[src/rtl/tea_iter_core.sv]
// Iterative TEA encrypt/decrypt engine: ROUNDS_PER_CYCLE rounds per enabled clock,
// one 64-bit block in flight, valid/ready on both sides.

module tea_round #(
    parameter logic [31:0] DELTA = 32'h9e37_79b9
) (
    input  logic         encrypt,
    input  logic [127:0] key,
    input  logic [31:0]  v0,
    input  logic [31:0]  v1,
    input  logic [31:0]  sum,
    output logic [31:0]  v0_next,
    output logic [31:0]  v1_next,
    output logic [31:0]  sum_next
);
    logic [31:0] k0, k1, k2, k3;
    logic [31:0] sum_enc, v0_enc, v1_enc;
    logic [31:0] sum_dec, v0_dec, v1_dec;

    function automatic logic [31:0] mix(input logic [31:0] x, input logic [31:0] s,
                                        input logic [31:0] ka, input logic [31:0] kb);
        return ((x << 4) + ka) ^ (x + s) ^ ((x >> 5) + kb);
    endfunction

    assign {k0, k1, k2, k3} = key;

    // Encrypt bumps sum first; decrypt undoes the half-rounds in reverse, then drops sum.
    assign sum_enc = sum + DELTA;
    assign v0_enc  = v0 + mix(v1, sum_enc, k0, k1);
    assign v1_enc  = v1 + mix(v0_enc, sum_enc, k2, k3);

    assign v1_dec  = v1 - mix(v0, sum, k2, k3);
    assign v0_dec  = v0 - mix(v1_dec, sum, k0, k1);
    assign sum_dec = sum - DELTA;

    assign v0_next  = encrypt ? v0_enc  : v0_dec;
    assign v1_next  = encrypt ? v1_enc  : v1_dec;
    assign sum_next = encrypt ? sum_enc : sum_dec;
endmodule

module tea_iter_core #(
    parameter int          ROUNDS           = 32,
    parameter int          ROUNDS_PER_CYCLE = 1,
    parameter logic [31:0] DELTA            = 32'h9e37_79b9
) (
    input  logic         clk,
    input  logic         rst,
    input  logic         ena,
    input  logic         in_valid,
    output logic         in_ready,
    input  logic         encrypt,
    input  logic [63:0]  inBlock64,
    input  logic [127:0] key,
    output logic         out_valid,
    input  logic         out_ready,
    output logic [63:0]  outBlock64,
    output logic         busy
);
    localparam int CW = $clog2(ROUNDS + 1);
    localparam logic [CW-1:0] STEP = CW'(ROUNDS_PER_CYCLE);
    localparam logic [CW-1:0] LAST = CW'(ROUNDS);
    localparam logic [63:0] SUM_PROD = 64'(DELTA) * 64'(ROUNDS);
    localparam logic [31:0] SUM_DEC  = SUM_PROD[31:0];

    typedef enum logic [1:0] {IDLE, RUN, DONE} state_t;

    state_t         state;
    logic [31:0]    v0, v1, sum;
    logic [127:0]   key_q;
    logic           mode;
    logic [CW-1:0]  cnt;
    logic [CW-1:0]  cnt_next;

    logic [ROUNDS_PER_CYCLE:0][31:0] v0_c, v1_c, sum_c;

    assign v0_c[0]  = v0;
    assign v1_c[0]  = v1;
    assign sum_c[0] = sum;

    generate
        for (genvar i = 0; i < ROUNDS_PER_CYCLE; i++) begin : g_round
            tea_round #(.DELTA(DELTA)) u_round (
                .encrypt  (mode),
                .key      (key_q),
                .v0       (v0_c[i]),
                .v1       (v1_c[i]),
                .sum      (sum_c[i]),
                .v0_next  (v0_c[i+1]),
                .v1_next  (v1_c[i+1]),
                .sum_next (sum_c[i+1])
            );
        end
    endgenerate

    assign cnt_next = cnt + STEP;
    // rst gates in_ready directly so it drops the moment reset asserts.
    assign in_ready = rst && ena && (state == IDLE);

    always_ff @(posedge clk or negedge rst) begin
        if (!rst) begin
            state      <= IDLE;
            v0         <= '0;
            v1         <= '0;
            sum        <= '0;
            key_q      <= '0;
            mode       <= 1'b0;
            cnt        <= '0;
            out_valid  <= 1'b0;
            outBlock64 <= '0;
            busy       <= 1'b0;
        end else if (ena) begin
            case (state)
                IDLE: begin
                    if (in_valid) begin
                        v0    <= inBlock64[63:32];
                        v1    <= inBlock64[31:0];
                        key_q <= key;
                        mode  <= encrypt;
                        sum   <= encrypt ? 32'h0 : SUM_DEC;
                        cnt   <= '0;
                        busy  <= 1'b1;
                        state <= RUN;
                    end
                end
                RUN: begin
                    v0  <= v0_c[ROUNDS_PER_CYCLE];
                    v1  <= v1_c[ROUNDS_PER_CYCLE];
                    sum <= sum_c[ROUNDS_PER_CYCLE];
                    cnt <= cnt_next;
                    if (cnt_next == LAST) begin
                        outBlock64 <= {v0_c[ROUNDS_PER_CYCLE], v1_c[ROUNDS_PER_CYCLE]};
                        out_valid  <= 1'b1;
                        state      <= DONE;
                    end
                end
                DONE: begin
                    if (out_ready) begin
                        out_valid <= 1'b0;
                        busy      <= 1'b0;
                        state     <= IDLE;
                    end
                end
                default: state <= IDLE;
            endcase
        end
    end
endmodule
[config.mk]
export PLATFORM = sky130hd
export DESIGN_NAME = tea_iter_core
export DESIGN_NICKNAME = d
export VERILOG_FILES = /design/src/rtl/tea_iter_core.sv
export SDC_FILE = /design/constraint.sdc
export NUM_CORES = 2
export LEC_CHECK = 0
export BUFFER_PORTS_ARGS = -buffer_cell sky130_fd_sc_hd__buf_2
export CORE_ASPECT_RATIO = 1.75
export CORE_MARGIN = 1.5
export CORE_UTILIZATION = 40
export DETAILED_ROUTE_END_ITERATION = 16
export HOLD_SLACK_MARGIN = 0.08
export SETUP_SLACK_MARGIN = 0.15
export SYNTH_ARGS = -nofsm -noshare
export SYNTH_HDL_FRONTEND = slang
export SYNTH_SLANG_ARGS = --single-unit
[constraint.sdc]
create_clock -name clk -period 29.4 [get_ports clk]
set_clock_uncertainty 0.15 [all_clocks]
set_input_delay 5.88 -clock clk [delete_from_list [all_inputs] [get_ports clk]]
set_output_delay 5.88 -clock clk [all_outputs]
set_load 0.03 [all_outputs]
# Yosys cells after proc, flatten, opt, wreduce, memory -nomap -nowiden
# Index checks and enable logic that the tools add are counted.
# op_classes
muxes,21
reduce_logical,12
bitwise,8
addsub,19
n_eq_ne,6
# op_table
operator,n
$add A32 B32 Y32,10
$xor A32 B32 Y32,8
$mux W32,7
$pmux W32 S2,3
$add A27 B32 Y32,4
$sub A32 B32 Y32,2
$add A32 B32 Y32 const B,1
$sub A32 B32 Y32 const B,1
$pmux W6 S2,1
$reduce_and A4 Y1,3
$reduce_and A3 Y1,3
$add A6 B1 Y6 const B,1
$eq A6 B6 Y1 const B,1
$mux W2,3
$mux W6,1
$ne A2 B2 Y1 const B,3
$pmux W2 S3,1
$reduce_bool A2 Y1,3
$pmux W1 S2,2
$mux W1,3
$eq A2 B1 Y1 const B,1
$eq A2 B2 Y1 const B,1
$logic_and A1 B1 Y1,2
$logic_not A2 Y1,1
# totals
inputBits,198
regBits,299
wordCells,76
out_inout_bits,67

# Logic depth before layout (Yosys ltp)
# depth
ltp_word,11
ltp_mapped,49
depth_no_buf,48

# Modules after synthesis
# Synthesis repeated with hierarchy kept, for this count alone.
# hier_totals
hier_cells,4289
hier_area_um2,37633.6
# by_module_without_submodules
module,area_per_inst_um2,seq_area_each_um2,n_inst,cells_each
tea_round,25802.2,0.0,1,3473
tea_iter_core,11831.3,7482.2,1,816

# Worst setup path before layout
# Ideal clock, no wire load.
# synth_path
path_type,input to output
start,input port ena
end,output port in_ready
t_required_ps,23370
path_buffers,0
path_slack_ps,16939
t_arrival_ps,6431
path_stages,2
cell_sequence,nor2b_1 and3b_1
# synth_via
elab_chain_len,2
# synth_rtl
element,line_no,source
"start, declared",48,"input logic ena,"
$logic_and A1 B1 Y1 (2 in a row),97,assign in_ready = rst && ena && (state == IDLE);
"end, declared",50,"output logic in_ready,"
# No other way between the ends.

# Worst setup path after layout
# layout_path
start,input port rst
end,output port in_ready
# layout_via
elab_chain_len,2
# layout_rtl
element,line_no,source
"start, declared",47,"input logic rst,"
$logic_and A1 B1 Y1 (2 in a row),97,
# No other way between the ends.

==> implementation parameters <==
Parameter                              Value

Layout
  Fraction of final layout cells with drive strength greater than 1    11.8%
  Final non-filler cell total    5866
  Total area of sequential cells    7490 µm²
  Net count, final    5347
  Multi-input logic area    28700 µm²
  Fillers    9341
  # diodes    0
  Layout overhead on the synthesized area    10.6%

Worst setup path
  Slowest stage cell on the critical path    sky130_fd_sc_hd__buf_8
  Largest incremental delay on the critical path    0.34 ns
  Number of cell instances on the worst register-to-register path    45
  Family with the most delay on the worst path    buffers and inverters
  Critical path startpoint category    input pin
  Number of cells on the critical path    3
  Crit Reg-Reg Endpoint    v1[31]
  Critical path buffer and inverter count    2
  Worst Setup End Kind    output port
  CP Class    input pin to output port
  Register-to-register setup slack    17.42 ns
  Series of cell instances along the critical path    buf_8 > and3b_1 > buf_2
  Arr. time, crit path    6.71 ns
  Highest fanout seen on the critical path    51
  Required time of the critical path    23.37 ns
  Start of the worst register-to-register path    sum[1]

STA
  Final count of hold timing violations    0
  Total negative slack    0 ns
  Minimum clock period    12.74 ns
  Final setup violation count    0
  Slack of the critical path    16.66 ns
  Final slew viol count    0
  Final Cycle Share    43.3%
  RSZ-0062 raised after global routing    false
  Worst-margin pin slew    1.37 ns
  Maximum frequency from static timing analysis    78.5 MHz
  Max transition margin    8.23%

Yosys
  Count of state elements after synthesis    299
  YS warnings    0
  Distinct cells, synth    104
  Synthesized instance count    4418
  Syn_area_per_cell    8.40 µm²
  Number of enable-type register cells in the synthesized netlist    0
  Syn nets    5114
  Post-synthesis sequential area ratio    20.2%
  Post-synth ARST share    100%
  Post-synthesis instance area    37100 µm²
  Synth Flop Type    sky130_fd_sc_hd__dfrtp_1

Floorplan
  Number of I/O pins    265
  Effective utilization at floorplan    40.4%
  Full die area    94700 µm²
  Die Y    406 µm
  Core Footprint    91800 µm²
  Die outline width    233 µm
  Number of rows created at floorplan    147

Global routing
  Maximum number of pins on one net before global-route repair    147
  Global-route wire length before repair    221000 µm
  GRT overflow    0
  Overall Global Routing Usage    32.0%
  Initial antenna violation count    2
  Number of global-route vias before repair    34251

CTS
  CTS max path bufs    3
  Number of sinks driven by the clock tree    299
  Cell at the root of the clock tree    sky130_fd_sc_hd__clkbuf_16
  CTS clock-pin slew for the worst setup and hold paths    0.06 ns
  Clock insertion delay at the later pin of the skew report    0.60 ns
  Inserted Clock Buffers    35
  Count of hold buffers inserted by post-cts repair    0
  Post-cts repair resize count    0
  Number of H-tree branching levels    2
  TritonCTS clock tree    built
  Setup fix buffers added after clock tree synthesis    0

Detailed routing
  Count of routing violations after the opening detailed-route iteration    2192
  DRT antenna net count    0
  Final Routed Wirelength    153000 µm
  Routed wire length per instance    26.0 µm
  Total vias in the final route    34523
  Mean number of vias per cell    5.89
  1st-pass router iterations    5
  Residual DRC    0

Hold path
  Hold worst-path end    outBlock64[15]
  Worst min-delay path startpoint    outBlock64[15]
  Worst min-delay path category    register to register
  Worst hold path depth    2

Placement
  Placed insts    5806
  Worst setup timing slack at the placement stage    16.61 ns
  HPWL after DPL    126000 µm
  Placer Congestion    0.987
  Quantity of I/O buffers inserted on ports    264

Run status
  Result of the run    complete, no violations

Flow run
  Max-cap violation count    0
-- sequential cells by signal, summed over array words and instances, names as in the netlist --
name        cells
v1             32
out_valid       1
mode            1
cnt             6
v0             32
state           2
outBlock64     64
busy            1
sum            32
key_q         128
-- kinds of logic (layout without fill, tap and decap cells) --
group | Yosys count | in the layout | synth area share [%]
compound gates | 1462 | 1462 | 25.0
simple gates | 1023 | 1023 | 12.8
xor+xnor | 739 | 739 | 17.8
fa+ha+maj | 498 | 498 | 17.1
flops | 299 | 299 | 20.2
buf+inv | 243 | 499 | 2.55
mux | 154 | 154 | 4.57
-- cell type report --
type | instances | share of cell area, %
sequential | 299 | 18.2
clock inverter | 12 | 0.351
multi-input combinational | 3876 | 70.0
timing repair buffer | 310 | 4.11
tap | 1192 | 3.63
clock buffer | 48 | 2.50
inverter | 129 | 1.18
-- synth_stat cells, drive strengths merged, types with 13 or more instances --
cell type	n	area share, %
fa	16	0.86
o21bai	60	1.2
xor2	126	3.0
a221o	21	0.57
a21boi	21	0.42
inv	128	1.3
or2	19	0.32
nor2b	42	0.71
a31oi	42	0.72
ha	482	16
nand3	60	0.81
and2	28	0.47
a211o	13	0.31
o21a	48	0.97
nor2	275	2.8
and3	34	0.59
nand4	29	0.49
o211ai	25	0.53
or3	29	0.49
o21ai	361	4.9
dfrtp	299	20
o31ai	18	0.36
buf	23	0.30
xnor2	605	14
a21oi	426	5.8
clkbuf	91	0.95
a21o	272	5.5
nor3	58	0.80
a211oi	32	0.69
mux2	125	3.8
nand2	352	3.6
mux2i	29	0.78
nand2b	59	1.0
-- layer usage --
layer  share of wire [%]  vias up  track usage [%]
li1                    -    16454                -
met3                 4.4      539             3.98
met1                  34    16321             30.8
met4                  13        2             34.6
met5              0.0085        -                0
met2                  49     1207             56.2
-- placed cells by master, fill, tap and decap left out, types with 37 or more instances in the layout --
cell	netlist	layout
sky130_fd_sc_hd__nor2_1	274	271
sky130_fd_sc_hd__nor2b_1	42	42
sky130_fd_sc_hd__mux2_2	125	125
sky130_fd_sc_hd__nand2_1	352	350
sky130_fd_sc_hd__o21bai_1	60	60
sky130_fd_sc_hd__xnor2_1	604	604
sky130_fd_sc_hd__o21a_1	48	48
sky130_fd_sc_hd__buf_2	4	263
sky130_fd_sc_hd__inv_1	126	126
sky130_fd_sc_hd__ha_1	482	482
sky130_fd_sc_hd__nor3_1	57	57
sky130_fd_sc_hd__o21ai_0	318	317
sky130_fd_sc_hd__buf_4	3	45
sky130_fd_sc_hd__xor2_1	126	126
sky130_fd_sc_hd__dfrtp_1	299	298
sky130_fd_sc_hd__o21ai_1	41	41
sky130_fd_sc_hd__a21oi_1	425	425
sky130_fd_sc_hd__a31oi_1	41	41
sky130_fd_sc_hd__nand2b_1	58	57
sky130_fd_sc_hd__clkbuf_16	0	37
sky130_fd_sc_hd__a21o_1	269	269
sky130_fd_sc_hd__nand3_1	60	60
-- metrics by stage --
stage / instance area (µm²) / util (%) / hold slack, ns
5_1_grt: 41100 / 44.7 / 0.344
3_3_place_gp: 39900 / 43.5 / 0.305
3_5_place_dp: 39900 / 43.5 / 0.315
6_report: 41100 / 44.7 / 0.321
4_1_cts: 41100 / 44.7 / 0.328
2_1_floorplan: 37100 / - / 0.340
-- worst min-delay path, cell delays in order (launching register included) --
cell and delay [ns]:
sky130_fd_sc_hd__dfrtp_1 0.33, sky130_fd_sc_hd__nand2_1 0.05, sky130_fd_sc_hd__o21ai_0 0.06
-- how the worst max path moves through the flow --
stage               from       end  slack (ns)
detailed placement   rst  in_ready       16.61
global route         rst  in_ready       16.57
CTS                  rst  in_ready       16.61
global placement     rst  in_ready       16.62
finish               rst  in_ready       16.66
floorplan            ena  in_ready       16.94
Power is left out: the tool's default activity adds up to more than one toggle a clock period on the data nets, which glitch-free logic cannot reach.
